--- src/rtl/fetch_pkg.sv ---
// Shared types and defaults for the instruction fetch stage.
// Holds widths, halt opcode, FSM state enum and the buffer entry layout.
package fetch_pkg;

  localparam int FETCH_ADDR_W = 8;
  localparam int FETCH_DATA_W = 8;
  localparam logic [FETCH_DATA_W-1:0] FETCH_HALT_OPCODE = 8'hFF;

  typedef enum logic [1:0] {
    IDLE   = 2'd0,
    FETCH  = 2'd1,
    HALTED = 2'd2
  } state_e;

  typedef struct packed {
    logic [FETCH_ADDR_W-1:0] pc;
    logic [FETCH_DATA_W-1:0] data;
  } entry_t;

endpackage

--- src/rtl/fetch_skid_fifo.sv ---
// 2-entry {pc,data} buffer between IRAM read data and the decoder.
// Ports: clock, reset_n, flush, push/push_data, pop, head, occ.
module fetch_skid_fifo
  import fetch_pkg::*;
(
  input  logic       clock,
  input  logic       reset_n,
  input  logic       flush,
  input  logic       push,
  input  entry_t     push_data,
  input  logic       pop,
  output entry_t     head,
  output logic [1:0] occ
);

  entry_t [1:0] mem_q, mem_d;
  logic         wptr_q, wptr_d;
  logic         rptr_q, rptr_d;
  logic [1:0]   cnt_q, cnt_d;
  logic         do_push, do_pop;

  always_comb begin
    do_pop  = pop && (cnt_q != 2'd0);
    // a full buffer still accepts a push when the head leaves
    do_push = push && ((cnt_q != 2'd2) || do_pop);
    mem_d   = mem_q;
    wptr_d  = wptr_q;
    rptr_d  = rptr_q;
    cnt_d   = cnt_q;
    if (flush) begin
      wptr_d = 1'b0;
      rptr_d = 1'b0;
      cnt_d  = 2'd0;
    end else begin
      if (do_push) begin
        mem_d[wptr_q] = push_data;
        wptr_d        = !wptr_q;
      end
      if (do_pop) begin
        rptr_d = !rptr_q;
      end
      cnt_d = cnt_q + {1'b0, do_push} - {1'b0, do_pop};
    end
  end

  always_ff @(posedge clock) begin
    if (!reset_n) begin
      mem_q  <= '0;
      wptr_q <= 1'b0;
      rptr_q <= 1'b0;
      cnt_q  <= 2'd0;
    end else begin
      mem_q  <= mem_d;
      wptr_q <= wptr_d;
      rptr_q <= rptr_d;
      cnt_q  <= cnt_d;
    end
  end

  assign head = mem_q[rptr_q];
  assign occ  = cnt_q;

endmodule

--- src/rtl/instr_fetch_unit.sv ---
// Fetch stage: owns PC, issues IRAM reads, buffers data for the decoder.
// Ports: clock/reset_n, start/halt/jump ctl, iram_*, ir_* handshake, busy.
// Option: FETCH_HALT_OPCODE_DETECT_EN stops fetching on HALT_OPCODE.
module instr_fetch_unit
  import fetch_pkg::*;
#(
  parameter int                ADDR_W      = FETCH_ADDR_W,
  parameter int                DATA_W      = FETCH_DATA_W,
  parameter logic [ADDR_W-1:0] RESET_PC    = '0,
  parameter logic [DATA_W-1:0] HALT_OPCODE = FETCH_HALT_OPCODE
) (
  input  logic              clock,
  input  logic              reset_n,
  input  logic              start,
  input  logic              halt,
  input  logic              jump_en,
  input  logic [ADDR_W-1:0] jump_addr,
  output logic [ADDR_W-1:0] iram_addr,
  output logic              iram_rden,
  input  logic [DATA_W-1:0] iram_q,
  output logic [DATA_W-1:0] ir_data,
  output logic [ADDR_W-1:0] ir_pc,
  output logic              ir_valid,
  input  logic              ir_ready,
  output logic              busy
);

`ifdef FETCH_HALT_OPCODE_DETECT_EN
  localparam bit DETECT_EN = 1'b1;
`else
  localparam bit DETECT_EN = 1'b0;
`endif

  state_e            state_q, state_d;
  logic [ADDR_W-1:0] pc_q, pc_d;
  logic [ADDR_W-1:0] infl_pc_q, infl_pc_d;
  logic              infl_q, infl_d;
  logic              jump_go, pop, push, issue, halt_det;
  logic [2:0]        fill;
  logic [1:0]        occ;
  entry_t            push_entry, head;

  // halt beats a simultaneous jump
  assign jump_go  = jump_en && !halt;
  assign pop      = ir_valid && ir_ready;
  // a jump squashes the read returning this cycle
  assign push     = infl_q && !jump_go;
  assign halt_det = DETECT_EN && push && (iram_q == HALT_OPCODE);
  // entries present next cycle if nothing new is issued now
  assign fill     = {1'b0, occ} + {2'b0, infl_q} - {2'b0, pop};

  assign push_entry.pc   = infl_pc_q;
  assign push_entry.data = iram_q;

  fetch_skid_fifo u_fifo (
    .clock     (clock),
    .reset_n   (reset_n),
    .flush     (jump_go),
    .push      (push),
    .push_data (push_entry),
    .pop       (pop),
    .head      (head),
    .occ       (occ)
  );

  always_ff @(posedge clock) begin
    if (!reset_n) begin
      state_q   <= IDLE;
      pc_q      <= RESET_PC;
      infl_pc_q <= RESET_PC;
      infl_q    <= 1'b0;
    end else begin
      state_q   <= state_d;
      pc_q      <= pc_d;
      infl_pc_q <= infl_pc_d;
      infl_q    <= infl_d;
    end
  end

  always_comb begin
    state_d = state_q;
    unique case (state_q)
      IDLE:    if (start) state_d = FETCH;
      FETCH:   if (halt || halt_det) state_d = HALTED;
      HALTED:  if (start) state_d = FETCH;
      default: state_d = IDLE;
    endcase
  end

  always_comb begin
    issue = (state_q == FETCH) && !jump_en && !halt
            && !halt_det && (fill < 3'd2);
    infl_d    = issue;
    infl_pc_d = issue ? pc_q : infl_pc_q;
    pc_d      = pc_q;
    if (jump_go) begin
      pc_d = jump_addr;
    end else if (halt_det) begin
      pc_d = infl_pc_q + 1'b1;
    end else if (issue) begin
      pc_d = pc_q + 1'b1;
    end
  end

  assign iram_addr = pc_q;
  assign iram_rden = issue;
  assign ir_valid  = (occ != 2'd0);
  assign ir_data   = ir_valid ? head.data : '0;
  assign ir_pc     = ir_valid ? head.pc : '0;
  assign busy      = (state_q == FETCH) || ir_valid || infl_q;

endmodule

--- config.mk ---
export PLATFORM = sky130hd
export DESIGN_NAME = instr_fetch_unit
export DESIGN_NICKNAME = d
export VERILOG_FILES = /design/src/rtl/fetch_pkg.sv /design/src/rtl/fetch_skid_fifo.sv /design/src/rtl/instr_fetch_unit.sv
export SDC_FILE = /design/constraint.sdc
export NUM_CORES = 1
export LEC_CHECK = 0
export CAP_MARGIN = 20
export CORE_ASPECT_RATIO = 0.75
export CORE_MARGIN = 1
export CORE_UTILIZATION = 30
export DETAILED_ROUTE_END_ITERATION = 10
export PLACE_DENSITY = 0.57
export SYNTH_ARGS = -nofsm -noshare
export SYNTH_HDL_FRONTEND = slang
export SYNTH_SLANG_ARGS = --single-unit
--- constraint.sdc ---
create_clock -name clock -period 3.7 [get_ports clock]
set_input_delay 0.74 -clock clock [delete_from_list [all_inputs] [get_ports clock]]
set_output_delay 0.74 -clock clock [all_outputs]
set_load 0.005 [all_outputs]
; Word level (Yosys, flattened, before mapping)
; Index checks and enable logic that the tools add are counted.
[classes]
mux = 12
div_mod_pow = 0
n_shift = 0
n_addsub = 5
n_reduce_logical = 24
bitwise_logic = 2
multipliers = 0
n_eq_ne = 5
n_lt_le_gt_ge = 4
[ops]
columns = cell, count
row1 = 2-to-1 mux 16 bit, 3
row2 = bitwise mux 32 bit, 1
row3 = 2-to-1 mux 8 bit, 4
row4 = demux 16 bit (select 1 bit), 1
row5 = logical AND 1 bit, 9
row6 = adder 8 x 1 -> 8 bit (second input constant), 1
row7 = logical NOT 1 bit, 5
row8 = less-than comparator 1 x 2 -> 1 bit (second input constant), 2
row9 = 2-to-1 mux 2 bit, 2
row10 = inequality test 2 bit (second input constant), 2
row11 = case mux 2 bit (2 select lines), 1
row12 = AND reduction 2 bit, 2
row13 = nonzero test 2 bit, 2
row14 = OR reduction 2 bit, 2
row15 = adder 2 x 1 -> 3 bit, 1
row16 = logical OR 1 bit, 3
row17 = less-than comparator 3 x 2 -> 1 bit (second input constant), 1
row18 = subtractor 3 x 1 -> 3 bit, 1
row19 = adder 2 x 1 -> 2 bit, 1
row20 = == test 2 x 1 -> 1 bit (second input constant), 1
row21 = == test 2 bit (second input constant), 1
row22 = logical NOT 2 bit, 1
row23 = inequality test 2 x 1 -> 1 bit (second input constant), 1
row24 = inverter 1 bit, 2
row25 = other kinds (2), 2
[totals]
reg_bits = 55
mem_count = 0
latch_bits = 0
output_inout_bits = 27
ramBits = 0
elab_cells = 63
rom_bits = 0

; Depth between registers and ports, before layout
; Gate-level depths: netlist (run 1).
[depth]
word_depth = 7
ltp_mapped = 12
depth_no_buf = 11

; Hierarchy
; Synthesis (run 1) repeated with hierarchy kept, for this count alone.
[hier_totals]
cells_unflattened = 291
area_unflattened_um2 = 2661.3
[modules_own_cells]
columns = module, area_each_um2, cells_per_inst, seq_area_each_um2, instances
row1 = fetch_skid_fifo, 1635.3, 163, 720.7, 1
row2 = instr_fetch_unit, 1026.0, 128, 380.4, 1

; Least setup slack after synthesis (run 1)
; No wires, ideal clock.
[synth_timing]
path_kind = input port to output port
from = in ir_ready
to = out iram_rden
arrival_ns = 2.469
path_buffers = 1
path_slack_ns = 0.491
cell_stages = 9
required_ns = 2.960
path_cell_list = nor2b_1 -> ha_1 -> inv_1 -> nand2_1 -> fa_1 -> nand3b_1 -> or3_4 -> inv_2 -> buf_4
[synth_via]
elab_chain_cells = 4
[synth_lines]
columns = element, line
row1 = start: declaration, instr_fetch_unit.sv:24  ; input logic ir_ready,
row2 = logical AND 1 bit, instr_fetch_unit.sv:45  ; assign pop = ir_valid && ir_ready;
row3 = subtractor 3 x 1 -> 3 bit, instr_fetch_unit.sv:50  ; assign fill = {1'b0, occ} + {2'b0, infl_q} - {2'b0, pop};
row4 = less-than comparator 3 x 2 -> 1 bit, instr_fetch_unit.sv:92  ; && !halt_det && (fill < 3'd2);
row5 = logical AND 1 bit, instr_fetch_unit.sv:92
row6 = end: declaration, instr_fetch_unit.sv:19  ; output logic iram_rden,
; No other way between the ends.

; Final worst setup path (run 1)
; Same ends and word-level chain as after synthesis.

==> run summary, run 1 <==
• **final hold slack** 480 ps
• **Max VDD drop** 0.148 mV
• **final core occ** 40.7%
• **Worst-Skew Late Latency** 310 ps
• **global route overflow** 0
• **Slew @ Worst Pin** 800 ps
• **RSZ-0062 raised after global routing** false
• **shortest clock period the worst path allows after layout** 3530 ps
• **input/output buffers** 48
• **timing-limited maximum frequency** 284 MHz
• **ranking of synthesized cells by instance count** 59 x nor2_1, 55 x dfxtp_1, 50 x mux2i_1
• **most crowded layer after global routing** met2
• **Mean Syn Cell Area** 9.02 um^2
• **crit path to** iram_rden
• **Cell Chain, Critical Path** dlygate4sd2_1, nor2b_4, ha_1, inv_1, nand2_1, fa_2, nand3b_1, or3_4, inv_4, dlygate4sd2_1
• **critical path's slowest cell** fa_2
• **number of placement rows** 28
• **iteration count of the initial detailed-routing pass** 4
• **Setup CP Type** in -> out
• **post-placement cell area** 3130 um^2
• **fraction of final layout cells with drive strength greater than 1** 8.71%
• **setup-violating endpoint count in the final report** 0
• **kind of end point of the critical path** primary output
• **unique cell type count in the Yosys netlist** 35
• **Post-DP HPWL** 3.95 mm
• **Die X** 108 um
• **count of flip-flops with a built-in enable after synthesis** 0
• **global routing usage on met3** 3.37%
• **static power due to leakage** 1.22 nW
• **async set-or-reset flop fraction in the synthesized netlist** 0%
• **largest cells by area after synthesis** dfxtp_1 44%, mux2i_1 20%, nor2_1 8.8%, nand2_1 3.0%, a21oi_1 2.2%
• **Num Clock Sinks** 55
• **DRC violation total after the first TritonRoute iteration** 91
• **Final nets** 359
• **share of the clock period used by the worst path** 95.3%
• **number of primary I/O pins** 49
• **Reg-to-Reg End** iram_addr[5]
• **clock root buffer** clkbuf_8
• **relative slew slack** 46.6%
• **core region area** 7990 um^2
• **synthesized netlist cell count** 278
• **met2 track demand over resource in global routing** 21.7%
• **clock tree from TritonCTS** yes
• **Reg-to-Reg Start** u_fifo.occ[1]
• **most frequent cell after synthesis** nor2_1
• **number of max-slew violations in the final report** 0
• **peak per-stage delay on the critical path** 520 ps
• **crit-path most repeated cell** dlygate4sd2_1
• **placer's final routability congestion estimate** 0.763
• **antenna violations before repair** 0
• **endpoint arrival time on the critical path** 2790 ps
• **P per Cell Area** 333 nW/um^2
• **number of cells on the worst reg-to-reg path** 11
• **reg2reg setup slack** 890 ps
• **worst hold stages** 2
• **cts-stage hold buffer count** 0
• **diode count** 0
• **Remaining DRCs** 0
• **Die ar.** 8740 um^2
• **type of element launching the critical path** primary input
• **met1 Usage GRT** 18.4%
• **per-cell routed wire length** 12.5 um
• **Synth-to-Final Area Change** 29.7%
• **Global Route Usage Sum** 13.7%
• **total number of vias** 2022
• **effective utilization at floorplan** 31.4%
• **post-synthesis sequential area ratio** 43.9%
• **DRT antenna net count** 0
• **post-synth top area cell** dfxtp_1
• **wire length of the first global-routing pass** 9.34 mm
• **setup skew after layout** 7.19 ps
• **syn_nets** 305
• **count of synthesis-stage warnings from yosys** 0
• **final hold viol count** 0
• **startpoint of the lowest-slack hold path** infl_pc_q[2]
• **htree depth** 2
• **clock transition time at the flip-flop clock pins of the worst setup and hold paths** 100 ps
• **origin of the worst setup path** ir_ready
• **status** completed
• **worst min path class** reg -> reg
• **overall die height** 81.2 um
• **mapped cell area** 2510 um^2
• **synthesized flop and latch total** 55
• **post-synth top area share** 43.9%
• **critical-path maximum fanout** 2
• **vias per cell** 4.62
• **DRT Wirelength** 5.50 mm
• **flip-flop cell with the highest count after synthesis** dfxtp_1
• **Max clock buf depth** 2
• **cell area after layout** 3250 um^2
• **via count of the first global-routing pass** 1978
• **largest net degree at the start of global routing** 20
• **Max Cap Violations** 0
• **data required time of the worst path** 2960 ps
• **number of buffers created by CTS** 5
## worst max-delay path, delay by kind of cell
kind                     cells  cell delay (ps)
adder cells (fa/ha/maj)      2              790
buffers and inverters        4              610
AND/OR/NAND/NOR              4              650
## what timing repair did
action / CTS / global route
resized for setup: 6 / 0
endpoints found under the setup margin: 1 / 1
setup buffers: 2 / 0
cloned: 0 / 0
pin swaps: 1 / 1
## layout by cell type (no fill, tap or decap), types with 3 or more instances in the layout
| cell type | instances |
|---|---|
| inv_1 | 8 |
| a21oi_1 | 11 |
| buf_4 | 14 |
| clkbuf_8 | 5 |
| nand2_1 | 20 |
| ha_1 | 4 |
| clkdlybuf4s50_1 | 46 |
| nor3_1 | 5 |
| nor2_1 | 59 |
| and3_1 | 3 |
| mux2i_1 | 50 |
| a211oi_1 | 3 |
| nand3_1 | 4 |
| o21ai_0 | 8 |
| xnor2_1 | 6 |
| nor4_1 | 4 |
| dfxtp_1 | 55 |
## routing by layer
layer | vias to the layer above | share of wire, %
met1 | 945 | 51
met3 | 5 | 4.2
met2 | 31 | 44
met4 | 0 | 0.84
met5 | - | 0
li1 | 1041 | -
## report_power, final
part           internal, W  switching (W)
Combinational    0.0000638      0.0000504
Clock             0.000139       0.000209
Sequential        0.000603      0.0000160
Total             0.000807       0.000276
## layout make-up
cell class                      count  area, um^2
Clock buffer                        5        68.8
Clock inverter                      3        27.5
Fill cell                         842        4730
Inverter                           10        40.0
Multi-Input combinational cell    198        1300
Sequential cell                    55        1100
Tap cell                          105         131
Timing Repair Buffer               62         583
## sequential cells by signal, summed over array words and instances, names as in the netlist
| register | count |
|---|---|
| infl_q | 1 |
| infl_pc_q | 8 |
| u_fifo.occ | 2 |
| u_fifo.mem_q | 32 |
| u_fifo.rptr_q | 1 |
| iram_addr | 8 |
| u_fifo.wptr_q | 1 |
| state_q | 2 |
## cells by family (layout without fill, tap and decap cells)
kind of cell    after synthesis  in the layout  share of synthesized area (%)
compound gates               23             23                           4.94
xor+xnor                      7              7                           2.44
fa+ha+maj                     5              5                           2.79
buf+inv                      25             80                           4.64
flops                        55             55                           43.9
mux                          50             50                           20.0
simple gates                113            113                           21.3
## how the worst min path moves through the flow
stage                         to  slack [ps]
CTS                 infl_pc_q[2]         480
floorplan           infl_pc_q[0]         450
global placement    infl_pc_q[3]         470
detailed placement  infl_pc_q[2]         470
finish              infl_pc_q[2]         480
global route        infl_pc_q[4]         510
## per-stage QoR
stage                     total power (W)  instances  setup WS (ps)  TNS (ps)
after detailed placement         0.000746        428           -321      -321
after CTS                         0.00110        438            117         0
final                             0.00108        438            173         0
after global routing              0.00114        438           53.3         0
after floorplan                  0.000683        278            491         0
after global placement           0.000746        428           -311      -311
Note: power is estimated with default switching activity, not from simulation.
==> run 2, diff against run 1 <==
- SKIP_CTS_REPAIR_TIMING: default -> 1
==> run summary, run 2 (synthesis gave the netlist of run 1 again) <==
• **most crowded layer after global routing** met2
• **static power due to leakage** 1.22 nW
• **data required time of the worst path** 2960 ps
• **critical path's slowest cell** fa_1
• **relative slew slack** 46.4%
• **kind of end point of the critical path** primary output
• **endpoint arrival time on the critical path** 2570 ps
• **DRT Wirelength** 5.54 mm
• **fraction of final layout cells with drive strength greater than 1** 8.73%
• **placer's final routability congestion estimate** 0.763
• **largest net degree at the start of global routing** 20
• **global route overflow** 0
• **critical-path maximum fanout** 2
• **DRC violation total after the first TritonRoute iteration** 80
• **final non-filler cell total** 437
• **type of element launching the critical path** primary input
• **register with the most flip-flops** u_fifo.mem_q
• **Final nets** 358
• **status** completed
• **flip-flop count of the largest register after layout** 32
• **final core occ** 40.6%
• **post-placement cell area** 3130 um^2
• **cell family contributing the most delay on the critical path** adder cells
• **met1 Usage GRT** 18.5%
• **Slew @ Worst Pin** 804 ps
• **DRT antenna net count** 0
• **per-cell routed wire length** 12.7 um
• **number of buffers created by CTS** 5
• **Remaining DRCs** 0
• **count of fill cells added during filler insertion** 847
• **shortest clock period the worst path allows after layout** 3310 ps
• **overall die height** 81.2 um
• **Synth-to-Final Area Change** 29.3%
• **setup skew after layout** 9.15 ps
• **Die ar.** 8740 um^2
• **Post-DP HPWL** 3.95 mm
• **worst path buffer plus inverter count** 4
• **P per Cell Area** 334 nW/um^2
• **cell area after layout** 3240 um^2
• **share of the clock period used by the worst path** 89.5%
• **htree depth** 2
• **setup-violating endpoint count in the final report** 0
• **number of placement rows** 28
• **input/output buffers** 48
• **total number of vias** 2020
• **Cell Chain, Critical Path** dlymetal6s2s_1, nor2b_4, ha_1, inv_2, nand2_1, fa_1, nand3b_1, or3_4, inv_4, clkbuf_2
• **# placed instances** 428
• **diode count** 0
• **Num Clock Sinks** 55
• **clock transition time at the flip-flop clock pins of the worst setup and hold paths** 100 ps
• **iteration count of the initial detailed-routing pass** 4
• **Setup CP Type** in -> out
• **timing-limited maximum frequency** 302 MHz
• **Die X** 108 um
• **peak per-stage delay on the critical path** 480 ps
• **most common cell after layout, fill and taps aside** nor2_1
• **core region area** 7990 um^2
• **Max clock buf depth** 2
• **number of primary I/O pins** 49
• **Worst-Skew Late Latency** 310 ps
• **worst min path class** reg -> reg
• **wire length of the first global-routing pass** 9.29 mm
• **RSZ-0062 raised after global routing** false
• **Global Route Usage Sum** 13.6%
• **final hold viol count** 0
• **number of max-slew violations in the final report** 0
• **most frequent cells in the layout** 59 x nor2_1, 55 x dfxtp_1, 50 x mux2i_1
• **via count of the first global-routing pass** 1955
• **vias per cell** 4.62
• **clock tree from TritonCTS** yes
• **clock root buffer** clkbuf_8
• **Max VDD drop** 0.150 mV
• **met2 track demand over resource in global routing** 21.3%
• **effective utilization at floorplan** 31.4%
• **global routing usage on met3** 3.37%
• **antenna violations before repair** 0
• **Max Cap Violations** 0
run 2: tightest hold or removal path: cells and delay by family (launching register included):
kind | cells | cell delay (ps)
DFF | 1 | 340
and+or+nand+nor | 1 | 50
AOI/OAI and AO/OA | 1 | 50
run 2: path summary, 6_finish.rpt:
check | startpoint | end | slack (ps) | cells past startpoint
max reg2reg | u_fifo.occ[1] | iram_addr[5] | 870 | 11
min reg2reg | infl_pc_q[2] | infl_pc_q[2] | 480 | 2
min | infl_pc_q[2] | infl_pc_q[2] | 480 | 2
max | ir_ready | iram_rden | 390 | 10
run 2: power breakdown:
| part | internal, W | switching [W] | total, W |
|---|---|---|---|
| Combinational | 0.0000632 | 0.0000504 | 0.000114 |
| Clock | 0.000139 | 0.000211 | 0.000350 |
| Sequential | 0.000603 | 0.0000160 | 0.000619 |
run 2: routing by layer:
metal / routed length [um] / share of wire, %
met1: 2830 / 51
met2: 2430 / 44
met3: 231 / 4.2
met4: 46 / 0.83
met5: 0 / 0
run 2: stage by stage:
step	setup TNS [ps]	worst slack (ps)	total power [W]	hold slack (ps)
floorplan	0	491	0.000683	448
global placement	-311	-311	0.000746	471
detailed placement	-321	-321	0.000746	470
CTS	-327	-327	0.00110	483
global route	0	211	0.00114	509
finish	0	388	0.00108	480
run 2: layout make-up:
type	count	area, um^2	share of cell area [%]
clock buffers	5	68.8	2.12
clock inverters	3	27.5	0.849
inverters	10	40.0	1.23
multi-input cells	198	1300	40.0
flip-flops and latches	55	1100	34.0
well taps	105	131	4.05
repair buffers	61	576	17.7
